`src/rtl/ssp_xfer_ctrl_if.sv`:
```
// Bus bundle between ssp_xfer_ctrl (master side) and its environment:
// descriptor inputs, buffer-memory read port, SSP transmit handshake and CRC engine hookup.
interface ssp_xfer_ctrl_if #(
  parameter int DATA_WIDTH = 16,
  parameter int ADDR_WIDTH = 6
);
  logic                  regs_ready;
  logic [ADDR_WIDTH-1:0] dadr;
  logic [ADDR_WIDTH-1:0] cadr;
  logic [1:0]            dlen;
  logic                  mem_rd;
  logic [ADDR_WIDTH-1:0] mem_addr;
  logic [DATA_WIDTH-1:0] mem_rdata;
  logic [DATA_WIDTH-1:0] tx_data;
  logic                  tx_valid;
  logic                  tx_ready;
  logic                  crc_clr;
  logic                  crc_en;
  logic [DATA_WIDTH-1:0] crc_din;
  logic [DATA_WIDTH-1:0] crc_in;
  logic                  busy;
  logic                  done;

  modport master (
    input  regs_ready, dadr, cadr, dlen, mem_rdata, tx_ready, crc_in,
    output mem_rd, mem_addr, tx_data, tx_valid, crc_clr, crc_en, crc_din, busy, done
  );

  modport slave (
    output regs_ready, dadr, cadr, dlen, mem_rdata, tx_ready, crc_in,
    input  mem_rd, mem_addr, tx_data, tx_valid, crc_clr, crc_en, crc_din, busy, done
  );
endinterface

```
`src/rtl/ssp_xfer_ctrl.sv`:
```
// Transfer sequencer: fetches a command word plus 1-4 data words, streams them to the SSP
// shifter and CRC engine. Define SSP_CTRL_CRC_APPEND_EN to append the CRC word after the data.
module ssp_xfer_ctrl #(
  parameter int DATA_WIDTH = 16,
  parameter int ADDR_WIDTH = 6
) (
  input  logic           HCLK,
  input  logic           HRESET,
  ssp_xfer_ctrl_if.master bus
);
  typedef enum logic [2:0] {
    S_IDLE,
    S_RD,
    S_WAIT,
    S_SEND,
`ifdef SSP_CTRL_CRC_APPEND_EN
    S_CRC,
`endif
    S_DONE
  } state_t;

  state_t                state_q, state_d;
  logic                  rr_q, rr_d;
  logic [2:0]            cnt_q, cnt_d;
  logic [ADDR_WIDTH-1:0] addr_q, addr_d;
  logic [ADDR_WIDTH-1:0] dadr_q, dadr_d;
  logic [1:0]            dlen_q, dlen_d;
  logic [DATA_WIDTH-1:0] data_q, data_d;
  logic                  first_q, first_d;
  logic                  clr_q, clr_d;
  logic                  start;
  logic                  cmd_word;
  logic                  last_word;

  // The edge detector tracks regs_ready in every state, so a level held through DONE never retriggers.
  assign start     = bus.regs_ready && !rr_q;
  assign cmd_word  = (cnt_q == ({1'b0, dlen_q} + 3'd2));
  assign last_word = (cnt_q == 3'd1);

  always_comb begin
    state_d = state_q;
    rr_d    = bus.regs_ready;
    cnt_d   = cnt_q;
    addr_d  = addr_q;
    dadr_d  = dadr_q;
    dlen_d  = dlen_q;
    data_d  = data_q;
    first_d = first_q;
    clr_d   = 1'b0;
    case (state_q)
      S_IDLE: begin
        if (start) begin
          dadr_d  = bus.dadr;
          dlen_d  = bus.dlen;
          cnt_d   = {1'b0, bus.dlen} + 3'd2;
          addr_d  = bus.cadr;
          clr_d   = 1'b1;
          state_d = S_RD;
        end
      end
      S_RD: state_d = S_WAIT;
      S_WAIT: begin
        data_d  = bus.mem_rdata;
        first_d = 1'b1;
        state_d = S_SEND;
      end
      S_SEND: begin
        first_d = 1'b0;
        if (bus.tx_ready) begin
          cnt_d  = cnt_q - 3'd1;
          // After the command word the data block starts; data addresses wrap naturally.
          addr_d = cmd_word ? dadr_q : addr_q + ADDR_WIDTH'(1);
          if (!last_word) begin
            state_d = S_RD;
          end else begin
`ifdef SSP_CTRL_CRC_APPEND_EN
            state_d = S_CRC;
`else
            state_d = S_DONE;
`endif
          end
        end
      end
`ifdef SSP_CTRL_CRC_APPEND_EN
      S_CRC: if (bus.tx_ready) state_d = S_DONE;
`endif
      S_DONE: state_d = S_IDLE;
      default: state_d = S_IDLE;
    endcase
  end

  always_ff @(posedge HCLK or posedge HRESET) begin
    if (HRESET) begin
      state_q <= S_IDLE;
      rr_q    <= 1'b0;
      cnt_q   <= '0;
      addr_q  <= '0;
      dadr_q  <= '0;
      dlen_q  <= '0;
      data_q  <= '0;
      first_q <= 1'b0;
      clr_q   <= 1'b0;
    end else begin
      state_q <= state_d;
      rr_q    <= rr_d;
      cnt_q   <= cnt_d;
      addr_q  <= addr_d;
      dadr_q  <= dadr_d;
      dlen_q  <= dlen_d;
      data_q  <= data_d;
      first_q <= first_d;
      clr_q   <= clr_d;
    end
  end

  assign bus.mem_rd   = (state_q == S_RD);
  assign bus.mem_addr = addr_q;
  assign bus.busy     = (state_q != S_IDLE);
  assign bus.done     = (state_q == S_DONE);

`ifdef SSP_CTRL_CRC_APPEND_EN
  // crc_in is read live in the CRC state: it only settles one cycle after the last crc_en.
  assign bus.tx_valid = (state_q == S_SEND) || (state_q == S_CRC);
  assign bus.tx_data  = (state_q == S_CRC) ? bus.crc_in : data_q;
  assign bus.crc_clr  = clr_q;
  assign bus.crc_en   = (state_q == S_SEND) && first_q;
  assign bus.crc_din  = data_q;
`else
  assign bus.tx_valid = (state_q == S_SEND);
  assign bus.tx_data  = data_q;
  assign bus.crc_clr  = 1'b0;
  assign bus.crc_en   = 1'b0;
  assign bus.crc_din  = '0;

  logic unused_crc;
  assign unused_crc = ^{bus.crc_in, clr_q, first_q};
`endif
endmodule

```
`src/flat_wrapper.sv`:
```
// flat-port wrapper written by rule: the top's interface ports become plain ports
module ssp_xfer_ctrl_flat 
#(
  parameter int DATA_WIDTH = 16,
  parameter int ADDR_WIDTH = 6
)
  (HCLK, HRESET, bus_regs_ready, bus_dadr, bus_cadr, bus_dlen, bus_mem_rdata, bus_tx_ready, bus_crc_in, bus_mem_rd, bus_mem_addr, bus_tx_data, bus_tx_valid, bus_crc_clr, bus_crc_en, bus_crc_din, bus_busy, bus_done);
  ssp_xfer_ctrl_if #(.DATA_WIDTH(DATA_WIDTH), .ADDR_WIDTH(ADDR_WIDTH)) bus_i ();
  input  logic HCLK;
  input  logic HRESET;
  input wire logic [$bits(bus_i.regs_ready)-1:0] bus_regs_ready;
  input wire logic [$bits(bus_i.dadr)-1:0] bus_dadr;
  input wire logic [$bits(bus_i.cadr)-1:0] bus_cadr;
  input wire logic [$bits(bus_i.dlen)-1:0] bus_dlen;
  input wire logic [$bits(bus_i.mem_rdata)-1:0] bus_mem_rdata;
  input wire logic [$bits(bus_i.tx_ready)-1:0] bus_tx_ready;
  input wire logic [$bits(bus_i.crc_in)-1:0] bus_crc_in;
  output wire logic [$bits(bus_i.mem_rd)-1:0] bus_mem_rd;
  output wire logic [$bits(bus_i.mem_addr)-1:0] bus_mem_addr;
  output wire logic [$bits(bus_i.tx_data)-1:0] bus_tx_data;
  output wire logic [$bits(bus_i.tx_valid)-1:0] bus_tx_valid;
  output wire logic [$bits(bus_i.crc_clr)-1:0] bus_crc_clr;
  output wire logic [$bits(bus_i.crc_en)-1:0] bus_crc_en;
  output wire logic [$bits(bus_i.crc_din)-1:0] bus_crc_din;
  output wire logic [$bits(bus_i.busy)-1:0] bus_busy;
  output wire logic [$bits(bus_i.done)-1:0] bus_done;
  assign bus_i.regs_ready = bus_regs_ready;
  assign bus_i.dadr = bus_dadr;
  assign bus_i.cadr = bus_cadr;
  assign bus_i.dlen = bus_dlen;
  assign bus_i.mem_rdata = bus_mem_rdata;
  assign bus_i.tx_ready = bus_tx_ready;
  assign bus_i.crc_in = bus_crc_in;
  assign bus_mem_rd = bus_i.mem_rd;
  assign bus_mem_addr = bus_i.mem_addr;
  assign bus_tx_data = bus_i.tx_data;
  assign bus_tx_valid = bus_i.tx_valid;
  assign bus_crc_clr = bus_i.crc_clr;
  assign bus_crc_en = bus_i.crc_en;
  assign bus_crc_din = bus_i.crc_din;
  assign bus_busy = bus_i.busy;
  assign bus_done = bus_i.done;
  ssp_xfer_ctrl #(.DATA_WIDTH(DATA_WIDTH), .ADDR_WIDTH(ADDR_WIDTH)) u_core (.HCLK(HCLK), .HRESET(HRESET), .bus(bus_i));
endmodule
```
`config.mk`:
```
export PLATFORM = sky130hd
export DESIGN_NAME = ssp_xfer_ctrl_flat
export DESIGN_NICKNAME = d
export VERILOG_FILES = /design/src/rtl/ssp_xfer_ctrl_if.sv /design/src/rtl/ssp_xfer_ctrl.sv /design/src/flat_wrapper.sv
export SDC_FILE = /design/constraint.sdc
export NUM_CORES = 1
export LEC_CHECK = 0
export CORE_ASPECT_RATIO = 2
export CORE_MARGIN = 4
export CORE_UTILIZATION = 30
export CTS_CLUSTER_DIAMETER = 30
export DETAILED_ROUTE_END_ITERATION = 8
export GPL_TIMING_DRIVEN = 0
export PLACE_DENSITY = 0.62
export SETUP_SLACK_MARGIN = 0.5
export SYNTH_ARGS = -nofsm -noshare
export SYNTH_HDL_FRONTEND = slang
export SYNTH_SLANG_ARGS = --single-unit
export TNS_END_PERCENT = 50
```
`constraint.sdc`:
```
create_clock -name HCLK -period 3.7 [get_ports HCLK]
set_input_delay 0.74 -clock HCLK [delete_from_list [all_inputs] [get_ports HCLK]]
set_output_delay 0.74 -clock HCLK [all_outputs]
set_load 0.01 [all_outputs]
```
==> Word level (Yosys, flattened, before mapping) <==
Cells that the tools add are included.
{ "totals": {"register_bits": 37, "output_inout_bits": 44, "inputBits": 50, "elab_cells": 38} }
{ "op_classes": {"eq_ne": 8, "add_sub_neg": 4, "reduce_logical": 8, "n_mux": 11} }
{ "ops": {"columns": ["cell", "n"], "rows": [
  ["$mux 6", 3],
  ["$mux 3", 5],
  ["$pmux 3 s4", 1],
  ["$pmux 6 s2", 1],
  ["$add 2x2->3 const B", 2],
  ["$add 6x1->6 const B", 1],
  ["$eq 3x1->1 const B", 2],
  ["$eq 3x2->1 const B", 2],
  ["$pmux 3 s2", 1],
  ["$reduce_and 2->1", 2],
  ["$eq 3x3->1", 1],
  ["$eq 3x3->1 const B", 1],
  ["$logic_not 3->1", 1],
  ["$reduce_and 3->1", 1],
  ["$reduce_bool 3->1", 1],
  ["$sub 3x1->3 const B", 1],
  ["$ne 2x1->1 const B", 1],
  ["$ne 2x2->1 const B", 1],
  ["$reduce_bool 2->1", 1],
  ["$logic_and 1x1->1", 1],
  ["$logic_not 1->1", 1]
]} }

==> Logic depth before layout (Yosys ltp) <==
Gate-level depths: netlist of the first run.
{ "depth": {"ltp_word": 5, "ltp_mapped": 7, "depth_no_buf": 5} }

==> Worst setup path before layout of the first run <==
No wires, ideal clock.
{ "synth_timing": {"path_kind": "register -> output", "from": "reg u_core.state_q[2]", "to": "out bus_tx_valid", "stages_incl_launch_ff": 5, "setup_slack_ps": 2052, "arrival_time_ps": 908, "path_cell_list": "dfrtp_1 -> buf_2 -> nand3b_1 -> inv_1 -> buf_4"} }
{ "synth_via": {"elab_chain_len": 1} }
{ "synth_rtl": {"columns": ["item", "line", "source"], "rows": [
  ["start: declaration", "ssp_xfer_ctrl.sv:22", "state_t state_q, state_d;"],
  ["start signal: assignment", "ssp_xfer_ctrl.sv:104", "state_q <= state_d;"],
  ["$eq 3x2->1", "ssp_xfer_ctrl.sv:129", "assign bus.tx_valid = (state_q == S_SEND);"],
  ["end: declaration", "flat_wrapper.sv:21", "output wire logic [$bits(bus_i.tx_valid)-1:0] bus_tx_valid;"]
]} }
No other way between the ends.

==> Worst setup path in the final report of the first run <==
Same ends and word-level chain as after synthesis.

==> results.txt, run 1 <==
Cell area power density = 800 nW/µm²
Num Clock Sinks = 37
Rows = 41
Status = complete, no violations
CP Capture Type = primary output
Overall power = 2.29 mW
Antenna violations before repair = 0
R2r setup slk = 2.12 ns
Dpl cells = 333
Worst setup path endpoint = bus_tx_valid
First drt pass iteration count = 4
Number of max-cap violations = 0
Filler cell count in the final layout = 643
CTS Buf Count = 5
DRC = 0
Die ar. = 7990 µm²
Critical Path Start = u_core.state_q[2]
Initial core utilization = 30.9%
Die Ht = 122 µm
Die width = 65.2 µm
Final setup vio count = 0
Placed instance area = 2730 µm²
Largest net degree at the start of global routing = 38
Synth Area per Inst = 11.5 µm²
Buffers on Ports = 59
RSZ-0062 raised after global routing = false
Leak = 1.24 nW
Final wirelength = 4420 µm
CP max FO = 10
Worst hold slack = 0.502 ns
Share of post-route cells with drive strength above 1 = 25.1%
Vias in the first global route = 1570
Routed len/inst = 13.0 µm
Num ports = 94
Root buffer cell = clkbuf_16
Cell area after synthesis = 1960 µm²
Grt total ovfl = 0
FF-to-FF End = u_core.bus.tx_data[11]
Number of gates resized after cts = 0
Setup bufs post-CTS = 0
Library cells used by synthesis = 45
Synth warnings = 0
Clock Skews = 0.00244 ns
Max Freq = 384 MHz
Sum of negative setup slack = 0 ns
Final Hold Fails = 0
Slew of the pin with the lowest slew margin = 0.774 ns
Post-CTS Hold Buffers = 0
R2r startpoint = u_core.state_q[2]
Hold Crit Class = reg2reg
Clock Latency Late Sink = 0.28 ns
Design area = 2860 µm²
Fin crit share = 70.3%
FF/Latch Area = 926 µm²
Vias per cell = 4.35
Area of the core = 6360 µm²
First-pass GRT wire length = 7300 µm
WS Path Type = reg2out
Area Overhead vs Synth = 45.7%
Initial DRC Count = 40
GP Congestion = 0.727
Post-synthesis sequential area ratio = 47.1%
Pre-CTS setup slack = 1.40 ns
Clock transition at path regs = 0.05 ns
Final Non-Filler Cells = 341
Hold Startpoint = u_core.bus.tx_data[7]
Peak supply drop = 0.346 mV
Total GRT Usage = 12.0%
H-tree depth = 2
Ranking of synthesized cells by area = dfrtp_1 (47%), mux2_2 (13%), buf_4 (7.3%)
Critical path startpoint category = flip-flop
R2R cell count = 4
Antenna violation net count after detailed routing = 0
Final min period = 2.60 ns
Max Buffers Root-to-Sink = 2
# diodes = 0
Synth Instances = 171
Slew margin rel. = 48.3%
Yosys top cell by area = dfrtp_1
Max-slew violation count = 0
CP arrival = 1.86 ns
Nets = 307
Total number of vias = 1482
Multi-input logic area = 858 µm²
Share of the synthesized area in the top cell type = 47.1%
Final setup margin = 1.10 ns
Yosys reg bits = 37
CTS tree = built
Hpwl dp = 3440 µm
Critical path required time = 2.96 ns
Core Util, Final = 45.0%
==> placed cells by master (no fill, tap or decap), types with 2 or more instances in the layout <==
cell and instances:
clkdlybuf4s50_1 59, ha_1 3, a21oi_1 3, o211ai_1 8, clkbuf_1 4, o21ai_0 3, conb_1 18, buf_6 4
nand2_1 5, nand3_1 3, xnor2_1 2, o21a_1 3, dfrtp_1 37, nand3b_1 2, nor2_1 9, mux2_2 23
buf_4 19, inv_1 9, a31oi_1 5, clkbuf_16 5, buf_2 3, and2_1 2
==> where the power goes <==
group          total [mW]  switching (mW)  internal (mW)  leakage (nW)
logic                1.16           0.504          0.655         0.738
registers           0.731           0.131          0.600         0.436
clock network       0.401           0.151          0.250        0.0652
total                2.29           0.785           1.51          1.24
==> cell families after synthesis <==
kind of cell / count (synthesis) / share of synthesized area, %
AO/OA/AOI/OAI: 32 / 12.3
XOR/XNOR: 3 / 1.34
adder cells (fa/ha/maj): 3 / 1.91
buffers and inverters: 37 / 12.4
flip-flops: 37 / 47.1
multiplexers: 24 / 13.7
other: 1 / 0.191
AND/OR/NAND/NOR: 34 / 11.0
==> state kept, by name (all words and copies together), names as in the netlist <==
name                 cells
u_core.bus.mem_addr      6
u_core.bus.tx_data      16
u_core.cnt_q             3
u_core.dadr_q            6
u_core.dlen_q            2
u_core.rr_q              1
u_core.state_q           3
==> critical path, cell delays in order (launching register included) <==
cell             delay [ns]
dfrtp_1                0.35
buf_2                  0.17
nand3b_1               0.21
inv_1                  0.12
buf_4                  0.18
clkdlybuf4s50_1        0.55
==> cell type report <==
class | count | share of cell area [%]
clock buffer | 8 | 4.76
sequential | 37 | 32.3
multi-input combinational | 114 | 30.0
tap | 86 | 3.76
buffer | 27 | 7.21
timing repair buffer | 59 | 20.6
inverter | 10 | 1.31
==> how the worst min path moves through the flow <==
stage / endpoint / cells past startpoint
global placement: u_core.bus.tx_data[7] / 1
floorplan: u_core.dadr_q[0] / 1
CTS: u_core.bus.tx_data[7] / 1
finish: u_core.bus.tx_data[7] / 1
global route: u_core.bus.tx_data[8] / 1
detailed placement: u_core.bus.tx_data[7] / 1
==> cells in the mapped netlist (all sizes together) <==
cell type  count
a21oi          3
a22oi          1
a2bb2oi        2
a31o           1
a31oi          5
a32o           1
and2           2
and3           1
and3b          1
and4           1
buf           26
clkbuf         1
conb           1
dfrtp         37
ha             3
inv           10
mux2          23
mux2i          1
nand2          6
nand3          3
nand3b         2
nand4          1
nand4b         1
nor2           9
nor2b          1
nor3           1
nor3b          3
nor4b          1
o211ai         8
o21a           3
o21ai          4
o21ba          1
o21bai         1
o2bb2ai        1
o311ai         1
or3            1
xnor2          2
xor2           1
==> metal layers <==
metal  up-vias  share of wire [%]  global-route usage, %
met5         -                  0                      0
met4         0                2.1                   5.97
li1        731                  -                      -
met1       681                 37                   12.3
met2        62                 53                   21.7
met3         8                8.0                   3.30
Note: power is estimated with default switching activity, not from simulation.
==> run 2: changes to the inputs <==
==> constraint.sdc (replaced) <==
create_clock -name HCLK -period 2.5 [get_ports HCLK]
set_input_delay 0.5 -clock HCLK [delete_from_list [all_inputs] [get_ports HCLK]]
set_output_delay 0.5 -clock HCLK [all_outputs]
set_load 0.01 [all_outputs]
==> run 2 against run 1 <==
Net effect:
- highest routed layer unchanged
- final area up 0.13%
- critical endpoint is now bus_mem_rd
- via count rose by 0.54%
- power is 48% higher
- combinational power is 47% higher
- flip-flop and latch count is the same
- global-route usage hardly changed
==> results.txt, run 2 (synthesized netlist as in run 1, its figures left out) <==
Status = complete, no violations
Max Freq = 484 MHz
Final setup vio count = 0
WS Path Type = reg2out
Vias per cell = 4.37
Area of the core = 6360 µm²
Initial DRC Count = 34
Clock transition at path regs = 0.05 ns
CP max FO = 9
Hold Startpoint = u_core.bus.tx_data[7]
Root buffer cell = clkbuf_16
Max-slew violation count = 0
Die width = 65.2 µm
CP Capture Type = primary output
Nets = 307
H-tree depth = 2
Critical Path Start = u_core.state_q[2]
Antenna violations before repair = 0
Hpwl dp = 3440 µm
Routed len/inst = 12.9 µm
R2r startpoint = u_core.state_q[2]
CTS tree = built
Buffers on Ports = 59
Num Clock Sinks = 37
Die Ht = 122 µm
Overall power = 3.38 mW
Number of max-cap violations = 0
Setup bufs post-CTS = 0
Slew of the pin with the lowest slew margin = 0.774 ns
Core Util, Final = 45.1%
# diodes = 0
Area Overhead vs Synth = 45.9%
Initial core utilization = 30.9%
CP arrival = 1.56 ns
Slew margin rel. = 48.3%
Num ports = 94
Design area = 2870 µm²
Total number of vias = 1490
First-pass GRT wire length = 7310 µm
Critical path startpoint category = flip-flop
Max reg flops = 16
Total GRT Usage = 12.0%
Final wirelength = 4410 µm
First drt pass iteration count = 4
Cell area power density = 1180 nW/µm²
Filler cell count in the final layout = 643
Vias in the first global route = 1569
Die ar. = 7990 µm²
Share of post-route cells with drive strength above 1 = 25.5%
Max Buffers Root-to-Sink = 2
Clock Skews = 0.00232 ns
Fin crit share = 82.6%
Most frequent cells in the layout = clkdlybuf4s50_1 (56), dfrtp_1 (37), mux2_2 (23)
Antenna violation net count after detailed routing = 0
Sum of negative setup slack = 0 ns
Final Hold Fails = 0
GP Congestion = 0.727
Final min period = 2.06 ns
Placed instance area = 2730 µm²
Peak supply drop = 0.510 mV
Rows = 41
Largest net degree at the start of global routing = 38
Hold Crit Class = reg2reg
DRC = 0
Critical path required time = 2.00 ns
RSZ-0062 raised after global routing = true
Grt total ovfl = 0
Leading cell type in the layout, fill and taps excluded = clkdlybuf4s50_1
CTS Buf Count = 5
Leak = 1.26 nW
Clock Latency Late Sink = 0.28 ns
## run 2: cell count changes in the layout (fill, tap and decap cells not counted), sizes merged
cell           before  now
clkdlybuf4s50      59   56
clkdlybuf4s15       0    1
dlygate4sd2         0    1
dlymetal6s2s        0    1
## run 2: cell type report
cell class              instances  area (µm²)  area share, %
flip-flops and latches         37         926           32.3
well taps                      86         108           3.75
multi-input cells             114         861           30.0
inverters                      10        37.5           1.31
repair buffers                 59         592           20.6
clock buffers                   8         136           4.76
plain buffers                  27         206           7.20
## run 2: layer usage
layer,part of all wire (%),global-route usage (%),vias to the layer above
li1,-,-,731
met1,37,12.4,686
met2,53,21.7,65
met3,7.9,3.30,8
met4,2.0,5.97,0
met5,0,0,-
## run 2: where the power goes
group / switching (mW) / internal, mW / leakage, nW / total (mW)
Clock: 0.222 / 0.370 / 0.0652 / 0.592
Combinational: 0.747 / 0.961 / 0.755 / 1.71
Sequential: 0.194 / 0.888 / 0.436 / 1.08
## run 2: critical path: stages, from the launching register on
cell             delay, ns
dfrtp_1               0.35
buf_2                 0.17
nor3b_1               0.19
clkdlybuf4s50_1       0.58
## run 2: per-stage QoR
step | hold WS [ns] | setup slack (ns) | cells
floorplan | 0.479 | 1.04 | 188
global placement | 0.489 | 0.262 | 333
detailed placement | 0.494 | 0.445 | 333
CTS | 0.506 | 0.335 | 341
global route | 0.516 | 0.332 | 341
finish | 0.502 | 0.435 | 341
## run 2: timing repair
item                       4_1_cts  5_1_grt
setup endpoints to repair        4        3
resized for setup                2        3
pin swaps                        0        0
hold buffers                     0        0
cloned                           0        0
## run 2: path summary, 6_finish.rpt
check	end	depth (start not counted)	slack [ns]
hold / removal	u_core.bus.tx_data[7]	1	0.50
setup / recovery	bus_mem_rd	3	0.44
max in group asynchronous	u_core.bus.mem_addr[3]	2	1.31
setup reg to reg	u_core.bus.tx_data[11]	4	0.92
hold reg to reg	u_core.bus.tx_data[7]	1	0.50
min in group asynchronous	u_core.state_q[1]	2	0.70
==> run 3: changes to the inputs <==
--- a/config.mk
+++ b/config.mk
@@ -11,7 +11,7 @@
 export CTS_CLUSTER_DIAMETER = 30
 export DETAILED_ROUTE_END_ITERATION = 8
 export GPL_TIMING_DRIVEN = 0
-export PLACE_DENSITY = 0.62
+export PLACE_DENSITY = 0.64
 export SETUP_SLACK_MARGIN = 0.5
 export SYNTH_ARGS = -nofsm -noshare
 export SYNTH_HDL_FRONTEND = slang
==> constraint.sdc (replaced) <==
create_clock -name HCLK -period 1.84 [get_ports HCLK]
set_input_delay 0.368 -clock HCLK [delete_from_list [all_inputs] [get_ports HCLK]]
set_output_delay 0.368 -clock HCLK [all_outputs]
set_load 0.01 [all_outputs]
==> run 3 against run 2 <==
Net effect:
- flip-flop and latch count is the same
- clock power grew 38%
- worst hold slack lost 0.14 ns
- final area grew 14%
- combinational power grew 88%
- largest cell class is now non-clock buffers
- largest power group unchanged
==> results.txt, run 3 (synthesized netlist as in run 1, its figures left out) <==
Total number of vias = 1648
Max-slew violation count = 0
R2r setup slk = 0.22 ns
Grt total ovfl = 0
Critical path required time = 1.47 ns
WS Path Type = reg2out
Root buffer cell = clkbuf_16
Fin crit share = 89.8%
Num ports = 94
Placed instance area = 2750 µm²
CP max FO = 5
Final Non-Filler Cells = 369
Final wirelength = 5320 µm
Leading cell type in the layout, fill and taps excluded = clkdlybuf4s50_1
Dpl cells = 333
Nets = 335
Buffers on Ports = 59
Die ar. = 7990 µm²
Status = complete, no violations
GP Congestion = 0.742
Slew margin rel. = 46.6%
Total GRT Usage = 13.8%
Largest net degree at the start of global routing = 38
Logic pwr share = 58.6%
CTS tree = built
CP arrival = 1.28 ns
Delay-heaviest family, CP = flip-flops
# diodes = 0
Final Hold Fails = 0
CTS Buf Count = 5
Core Util, Final = 51.5%
H-tree depth = 2
Critical path startpoint category = flip-flop
Crit path cell chain = buf_6 -> or3_1 -> buf_2
Worst path buffer plus inverter count = 2
Clock transition at path regs = 0.06 ns
Slowest CP cell = dfrtp_1
Part of the power in registers = 26.5%
Area of the core = 6360 µm²
Number of max-cap violations = 0
Hpwl dp = 3520 µm
Area Overhead vs Synth = 66.9%
Hold Crit Class = in2reg
P_int = 3.60 mW
Max Freq = 605 MHz
Rows = 41
Final setup vio count = 0
Clock Latency Late Sink = 0.28 ns
Post-CTS Hold Buffers = 0
Design area = 3280 µm²
Sum of negative setup slack = 0 ns
Worst hold slack = 0.363 ns
Antenna violations before repair = 0
Slew of the pin with the lowest slew margin = 0.800 ns
Clock Power Share = 14.9%
Routed len/inst = 14.4 µm
Clock Skews = 0.00339 ns
Peak supply drop = 0.687 mV
Die Ht = 122 µm
RSZ-0062 raised after global routing = true
First drt pass iteration count = 4
Sw Share = 34.2%
Die width = 65.2 µm
Cell area power density = 1670 nW/µm²
Filler cell count in the final layout = 597
Max reg flops = 16
First-pass GRT wire length = 8450 µm
Num Clock Sinks = 37
Max Buffers Root-to-Sink = 2
Vias per cell = 4.47
CP Capture Type = primary output
P_sw = 1.87 mW
Final min period = 1.65 ns
Antenna violation net count after detailed routing = 0
Share of post-route cells with drive strength above 1 = 39.2%
Leak = 1.56 nW
Most frequent cells in the layout = clkdlybuf4s50_1 (41), buf_4 (37), dfrtp_1 (34)
Vias in the first global route = 1703
DRC = 0
Initial core utilization = 30.9%
CP max stage delay = 0.37 ns
Initial DRC Count = 51
-- run 3: cell count changes in the layout (fill, tap and decap cells not counted), sizes merged --
cell | before | now
buf | 26 | 57
clkbuf | 9 | 10
clkdlybuf4s15 | 1 | 2
clkdlybuf4s50 | 56 | 41
dlygate4sd2 | 1 | 5
dlymetal6s2s | 1 | 7
-- run 3: worst paths after layout --
check / start / to / depth (start not counted)
max: u_core.state_q[2] / bus_busy / 3
min: bus_regs_ready / u_core.rr_q / 1
max reg2reg: u_core.state_q[1] / u_core.bus.mem_addr[0] / 6
min reg2reg: u_core.bus.tx_data[14] / u_core.bus.tx_data[14] / 1
max in group asynchronous: HRESET / u_core.bus.mem_addr[2] / 2
min in group asynchronous: HRESET / u_core.bus.tx_data[3] / 2
-- run 3: power by group through the flow --
stage	combinational, mW	clock (mW)	sequential [mW]
after floorplan	1.38	0	1.56
after global placement	2.36	0	1.48
after detailed placement	2.39	0	1.50
after CTS	2.79	0.842	1.43
after global routing	3.47	0.867	1.52
final	3.21	0.814	1.45
-- run 3: cell type report --
type                            count  area, µm²  area share (%)
Multi-Input combinational cell    114        977            29.8
Timing Repair Buffer               87        852            26.0
Inverter                           10       37.5            1.15
Tap cell                           86        108            3.28
Sequential cell                    37        930            28.4
Clock buffer                        8        136            4.16
Buffer                             27        238            7.25
-- run 3: what timing repair did --
item,CTS,global route
endpoints found under the setup margin,59,58
pin swaps,6,4
gates cloned,1,1
resized for setup,43,43
buffers inserted,21,5
-- run 3: per-layer routing --
| layer | global-route usage (%) | part of all wire (%) |
|---|---|---|
| met5 | 0 | 0 |
| met4 | 5.06 | 2.2 |
| met1 | 14.3 | 36 |
| met2 | 26.0 | 55 |
| met3 | 3.30 | 7.1 |
-- run 3: metrics by stage --
step / worst slack [ns] / total power, mW
2_1_floorplan: 0.380 / 2.95
3_3_place_gp: -0.261 / 3.84
3_5_place_dp: -0.116 / 3.88
4_1_cts: 0.182 / 5.06
5_1_grt: 0.140 / 5.85
6_report: 0.187 / 5.47
-- run 3: worst reg2reg max path, delay by kind of cell (launching register included) --
kind,cells,cell delay (ns)
buffers and inverters,2,0.27
AOI/OAI and AO/OA,2,0.32
muxes,1,0.23
and+or+nand+nor,1,0.29
DFF,1,0.37
==> RTL change 1: new RTL, settings of run 2 <==
Encoding of `state_t`: now one-hot (5 bits for 5 states).
--- a/src/rtl/ssp_xfer_ctrl.sv
+++ b/src/rtl/ssp_xfer_ctrl.sv
@@ -8,15 +8,15 @@
   input  logic           HRESET,
   ssp_xfer_ctrl_if.master bus
 );
-  typedef enum logic [2:0] {
-    S_IDLE,
-    S_RD,
-    S_WAIT,
-    S_SEND,
+  typedef enum logic [4:0] {
+    S_IDLE = 5'b00001,
+    S_RD   = 5'b00010,
+    S_WAIT = 5'b00100,
+    S_SEND = 5'b01000,
 `ifdef SSP_CTRL_CRC_APPEND_EN
     S_CRC,
 `endif
-    S_DONE
+    S_DONE = 5'b10000
   } state_t;
 
   state_t                state_q, state_d;
Formal check against the unedited RTL: same outputs for any inputs over 10 cycles, from zero or initial values and one cycle with HRESET high; not proved beyond that.
==> RTL change 1 against run 2 <==
- area after synthesis up 0.32%
- sequential cell count up 2
- wire length up 11%
- die area up 0.29%
- clock skew up 1.7 ps
- sequential share of layout area up 0.44 points
- highest routed layer unchanged
- largest cell class unchanged
- via count up 5.1%
- setup slack better by 72 ps
- non-clock buffer count up 5
- design area up 4.7%
Power is not compared: it rests on default switching activity, and its combinational part moved more than twofold at a synthesized area within 25%.
==> RTL change 1: results (changes against run 2) <==
** Outcome
- The flow ran to the end, and the final reports show no timing, DRC or antenna violations.

** Critical path
- In this design, the largest share of critical-path delay is due to simple AND/OR/NAND/NOR gates.
- The delay of the slowest cell on the worst path is 440 ps (-140 ps).
- The maximum net fanout on the critical path is 10 (+1).
- The data arrival time at the worst-slack endpoint is 1490 ps (-70 ps).

** Detailed routing
- Routed wire length on met3 :: 223 um (-36%)
- The total wirelength of the detailed-routed design was 4900 um (+11%).
- The detailed route wirelength on metal2 was 2770 um (+18%).
- The via count normalized by instance count is 4.49 (+2.7%).
- The routed wirelength normalized by instance count came to 14.0 um (+8.6%).

** Global route
- Met1 track utilization from global routing :: 12.4% (-0.030 points)
- Met3 Track Usage GR :: 3.02% (-0.27 points)
- Busiest layer in global routing :: met2
- The global routing usage on met2 came to 24.4% (+2.8 points).
- Total global-route track usage :: 13.1% (+1.1 points)
- Number of global-route vias before repair :: 1632 (+4.0%)

** Logic synthesis
- The number of unique standard cell types used by synthesis came to 40 (-11%).
- Top cells by area, synth :: sky130_fd_sc_hd__dfrtp_1 48%, sky130_fd_sc_hd__mux2_2 14%, sky130_fd_sc_hd__buf_4 6.9%
- Most instantiated cells after synthesis :: 38 x sky130_fd_sc_hd__dfrtp_1, 24 x sky130_fd_sc_hd__mux2_2, 18 x sky130_fd_sc_hd__buf_4, 9 x sky130_fd_sc_hd__nand2_1
- Mean instance size in the synthesized netlist :: 11.7 um2 (+2.1%)
- Sequential-to-total area share from yosys stat :: 49.6% (+2.5 points)

** Placement
- DPL Wire Length :: 3690 um (+7.2%)
- The cell count after placement was 330 (-0.90%).
- The last weighted congestion value of the routability-driven placer was 0.770 (+5.9%).
- Pre-CTS setup slack :: -99.3 ps (-544 ps)
- The post-placement cell area came to 2730 um2 (+0.23%).

** Power
- For this design the static power due to leakage is 1.33 nW.

** Timing
- Setup Skew :: 4.01 ps (+1.68 ps)
- Transition time of the tightest slew-check pin :: 823 ps (+49.1 ps)

** Clock tree
- Post-CTS Setup Bufs :: 6 (+6)
- The number of gates resized after cts was 16 (+14).

** Final layout
- The final layout net count came to 315 (+2.6%).
-- RTL change 1: cell types whose count changed after synthesis, moves of 3 or more --
cell / before / now
sky130_fd_sc_hd__nand2_1: 5 / 9
sky130_fd_sc_hd__nor2_1: 9 / 5
sky130_fd_sc_hd__and3b_1: 1 / 4
sky130_fd_sc_hd__buf_6: 4 / 1
sky130_fd_sc_hd__inv_1: 10 / 7
-- RTL change 1: cell type report --
type	count	area, um2
fill	645	3360
sequential	39	982
multi-input combinational	117	903
timing repair buffer	70	672
buffer	21	166
clock buffer	8	136
tap	86	108
inverter	8	32.5
-- RTL change 1: power by group through the flow --
stage,clock network (mW),registers (mW),logic (mW)
3_3_place_gp,0,0.893,0.662
3_5_place_dp,0,0.898,0.670
6_report,0.606,0.886,0.680
5_1_grt,0.657,0.907,0.745
2_1_floorplan,0,0.918,0.320
4_1_cts,0.627,0.890,0.681
-- RTL change 1: cells by family after synthesis --
| group | Yosys count | share of synthesized area [%] |
|---|---|---|
| simple gates | 39 | 12.0 |
| fa+ha+maj | 3 | 1.90 |
| xor+xnor | 3 | 1.33 |
| mux | 27 | 15.2 |
| buf+inv | 29 | 9.46 |
| flops | 39 | 49.6 |
| compound gates | 27 | 10.3 |
| other cells | 1 | 0.190 |
-- RTL change 1: final timing paths --
check,startpoint,to,slack (ps),cells past startpoint
setup reg to reg,u_core.state_q[0],u_core.bus.mem_addr[0],670,6
min in group asynchronous,HRESET,u_core.bus.tx_data[8],710,2
max in group asynchronous,HRESET,u_core.state_q[4],1220,2
setup / recovery,u_core.state_q[1],bus_tx_valid,510,5
hold / removal,u_core.bus.tx_data[14],u_core.bus.tx_data[14],500,1
hold reg to reg,u_core.bus.tx_data[14],u_core.bus.tx_data[14],500,1
==> RTL change 2: new RTL, config.mk and constraints of run 2 <==
Made on the original files. `DATA_WIDTH` is set to 16 in 3 places; all go to 20.
--- a/src/rtl/ssp_xfer_ctrl_if.sv
+++ b/src/rtl/ssp_xfer_ctrl_if.sv
@@ -1,7 +1,7 @@
 // Bus bundle between ssp_xfer_ctrl (master side) and its environment:
 // descriptor inputs, buffer-memory read port, SSP transmit handshake and CRC engine hookup.
 interface ssp_xfer_ctrl_if #(
-  parameter int DATA_WIDTH = 16,
+  parameter int DATA_WIDTH = 20,
   parameter int ADDR_WIDTH = 6
 );
   logic                  regs_ready;
--- a/src/rtl/ssp_xfer_ctrl.sv
+++ b/src/rtl/ssp_xfer_ctrl.sv
@@ -1,7 +1,7 @@
 // Transfer sequencer: fetches a command word plus 1-4 data words, streams them to the SSP
 // shifter and CRC engine. Define SSP_CTRL_CRC_APPEND_EN to append the CRC word after the data.
 module ssp_xfer_ctrl #(
-  parameter int DATA_WIDTH = 16,
+  parameter int DATA_WIDTH = 20,
   parameter int ADDR_WIDTH = 6
 ) (
   input  logic           HCLK,
--- a/src/flat_wrapper.sv
+++ b/src/flat_wrapper.sv
@@ -1,7 +1,7 @@
 // flat-port wrapper written by rule: the top's interface ports become plain ports
 module ssp_xfer_ctrl_flat 
 #(
-  parameter int DATA_WIDTH = 16,
+  parameter int DATA_WIDTH = 20,
   parameter int ADDR_WIDTH = 6
 )
   (HCLK, HRESET, bus_regs_ready, bus_dadr, bus_cadr, bus_dlen, bus_mem_rdata, bus_tx_ready, bus_crc_in, bus_mem_rd, bus_mem_addr, bus_tx_data, bus_tx_valid, bus_crc_clr, bus_crc_en, bus_crc_din, bus_busy, bus_done);
Interface: changed (resized bus_crc_din, bus_crc_in, bus_mem_rdata and bus_tx_data); port bits go from 94 to 110. No check against the original RTL was run, so the function may have changed too.
==> RTL change 2 against run 2 <==
- first-iteration DRC count is 35% higher
- wire length is 13% higher
- synthesized cell count is 7.6% higher
- design area is 10% higher
- area after synthesis is 6.8% higher
- largest cell class unchanged
- highest routed layer unchanged
- sequential share of layout area is 0.23 points higher
- setup slack better by 31 ps
- sequential cell count is 4 higher
- clock skew is 2.0 ps higher
- core utilization is 1.9 points higher
- sequential power is 11% higher
- power is 12% higher
- global-route usage is 0.14 points higher
==> RTL change 2: results (changes against run 2) <==
** Outcome
- The run finished with clean final reports.

** Final layout
- The clock buffer count in the final layout was 6 (-2).
- The footprint of the flip-flops and latches is 1030 um2 (+11%).
- Area of the multi-input gates :: 891 um2 (+3.5%)
- Number of non-clock inverters in the layout :: 12 (+2)
- The sequential cell count of the final layout came to 41 (+11%).
- Non-clock buffer area fraction after layout :: 28.8% (+0.92 points)
- Flip-flop count of the largest register, all copies and words added :: 20 (+4)
- Clock network contribution to total cell area :: 5.59% (+0.83 points)
- The post-route non-filler standard cell count was 369 (+8.2%).
- The final antenna diode count was 0 (unchanged).
- Number of fillers in the final layout :: 656 (+2.0%)
- Proportion of layout cells with a drive suffix above 1 :: 26.3% (+0.84 points)
- Multi-In Gates :: 121 (+6.1%)

** Logic synthesis
- Number of instances in the synthesized netlist :: 184 (+7.6%)
- Share of cell area taken by muxes after synthesis :: 15.0% (+1.3 points)
- The synthesized-area fraction occupied by adder cells came to 1.79% (-0.12 points).
- Library cells used by synthesis :: 40 (-11%)
- Most instantiated cells after synthesis :: 41 x sky130_fd_sc_hd__dfrtp_1, 27 x sky130_fd_sc_hd__mux2_2, 22 x sky130_fd_sc_hd__buf_4, 12 x sky130_fd_sc_hd__inv_1
- Top cells by area, synth :: sky130_fd_sc_hd__dfrtp_1 49%, sky130_fd_sc_hd__mux2_2 14%, sky130_fd_sc_hd__buf_4 7.9%
- Area share of xor/xnor cells in the synthesized design :: 1.25% (-0.085 points)
- Compound-cell area share of the yosys netlist :: 11.9% (-0.36 points)

** Power
- Max rail drop VDD :: 536 uV (+5.0%)
- Net switching share of the total power :: 33.6% (-0.73 points)
- Leakage :: 1.39 nW (+11%)
- The flip-flop and latch power is 1.20 mW (+11%).
- The power after layout came to 3.79 mW (+12%).
- The portion of total power attributed to combinational logic was 48.3% (-2.2 points).

** Critical path
- Arrival time reported for the critical path endpoint :: 1530 ps (-30 ps)
- The delay of the slowest cell on the worst path was 490 ps (-90 ps).
- CP Max Fanout :: 10 (+1)

** Global route
- Number of global-route vias before repair :: 1636 (+4.3%)
- First-pass GRT wire length :: 7890 um (+7.9%)
- Maximum number of pins on one net before global-route repair :: 34 (-11%)
- Total global-route track usage :: 12.1% (+0.14 points)

** Detailed routing
- The via count normalized by instance count was 4.38 (+0.35%).
- Wire length per cell :: 13.5 um (+4.2%)

** Placement
- The cell count after placement came to 361 (+8.4%).
- The last weighted congestion value of the routability-driven placer came to 0.801 (+10%).
- The half-perimeter wire length after placement is 3890 um (+13%).

** Clock tree
- The number of gates resized after cts came to 6 (+4).

** Min path
- Path class of the lowest-slack min-delay path :: primary input to async pin

** Timing
- Transition time of the tightest slew-check pin :: 780 ps (+5.29 ps)
- Setup Skew :: 4.29 ps (+1.96 ps)
-- RTL change 2: metrics by stage --
step / hold WS [ps] / area (um2) / util (%) / setup WS (ps)
after floorplan: 479 / 2180 / - / 744
after CTS: 452 / 3150 / 46.9 / 422
after detailed placement: 494 / 2980 / 44.3 / 213
after global placement: 490 / 2960 / 44.0 / 87.5
final: 449 / 3160 / 46.9 / 467
after global routing: 456 / 3160 / 46.9 / 411
-- RTL change 2: worst paths after layout --
kind	start	to	slack, ps	cells after the start
min reg2reg	u_core.dadr_q[4]	u_core.dadr_q[4]	500	1
max	u_core.state_q[1]	bus_busy	470	4
min in group HCLK	u_core.dadr_q[4]	u_core.dadr_q[4]	500	1
min	HRESET	u_core.bus.tx_data[8]	450	2
max in group asynchronous	HRESET	u_core.state_q[2]	1600	3
max reg2reg	u_core.state_q[1]	u_core.bus.mem_addr[0]	630	6
-- RTL change 2: per-layer routing --
layer	GRT usage [%]	share of wire [%]
met1	12.0	33
met2	22.8	57
met3	3.48	8.2
met4	4.31	1.4
met5	0	0
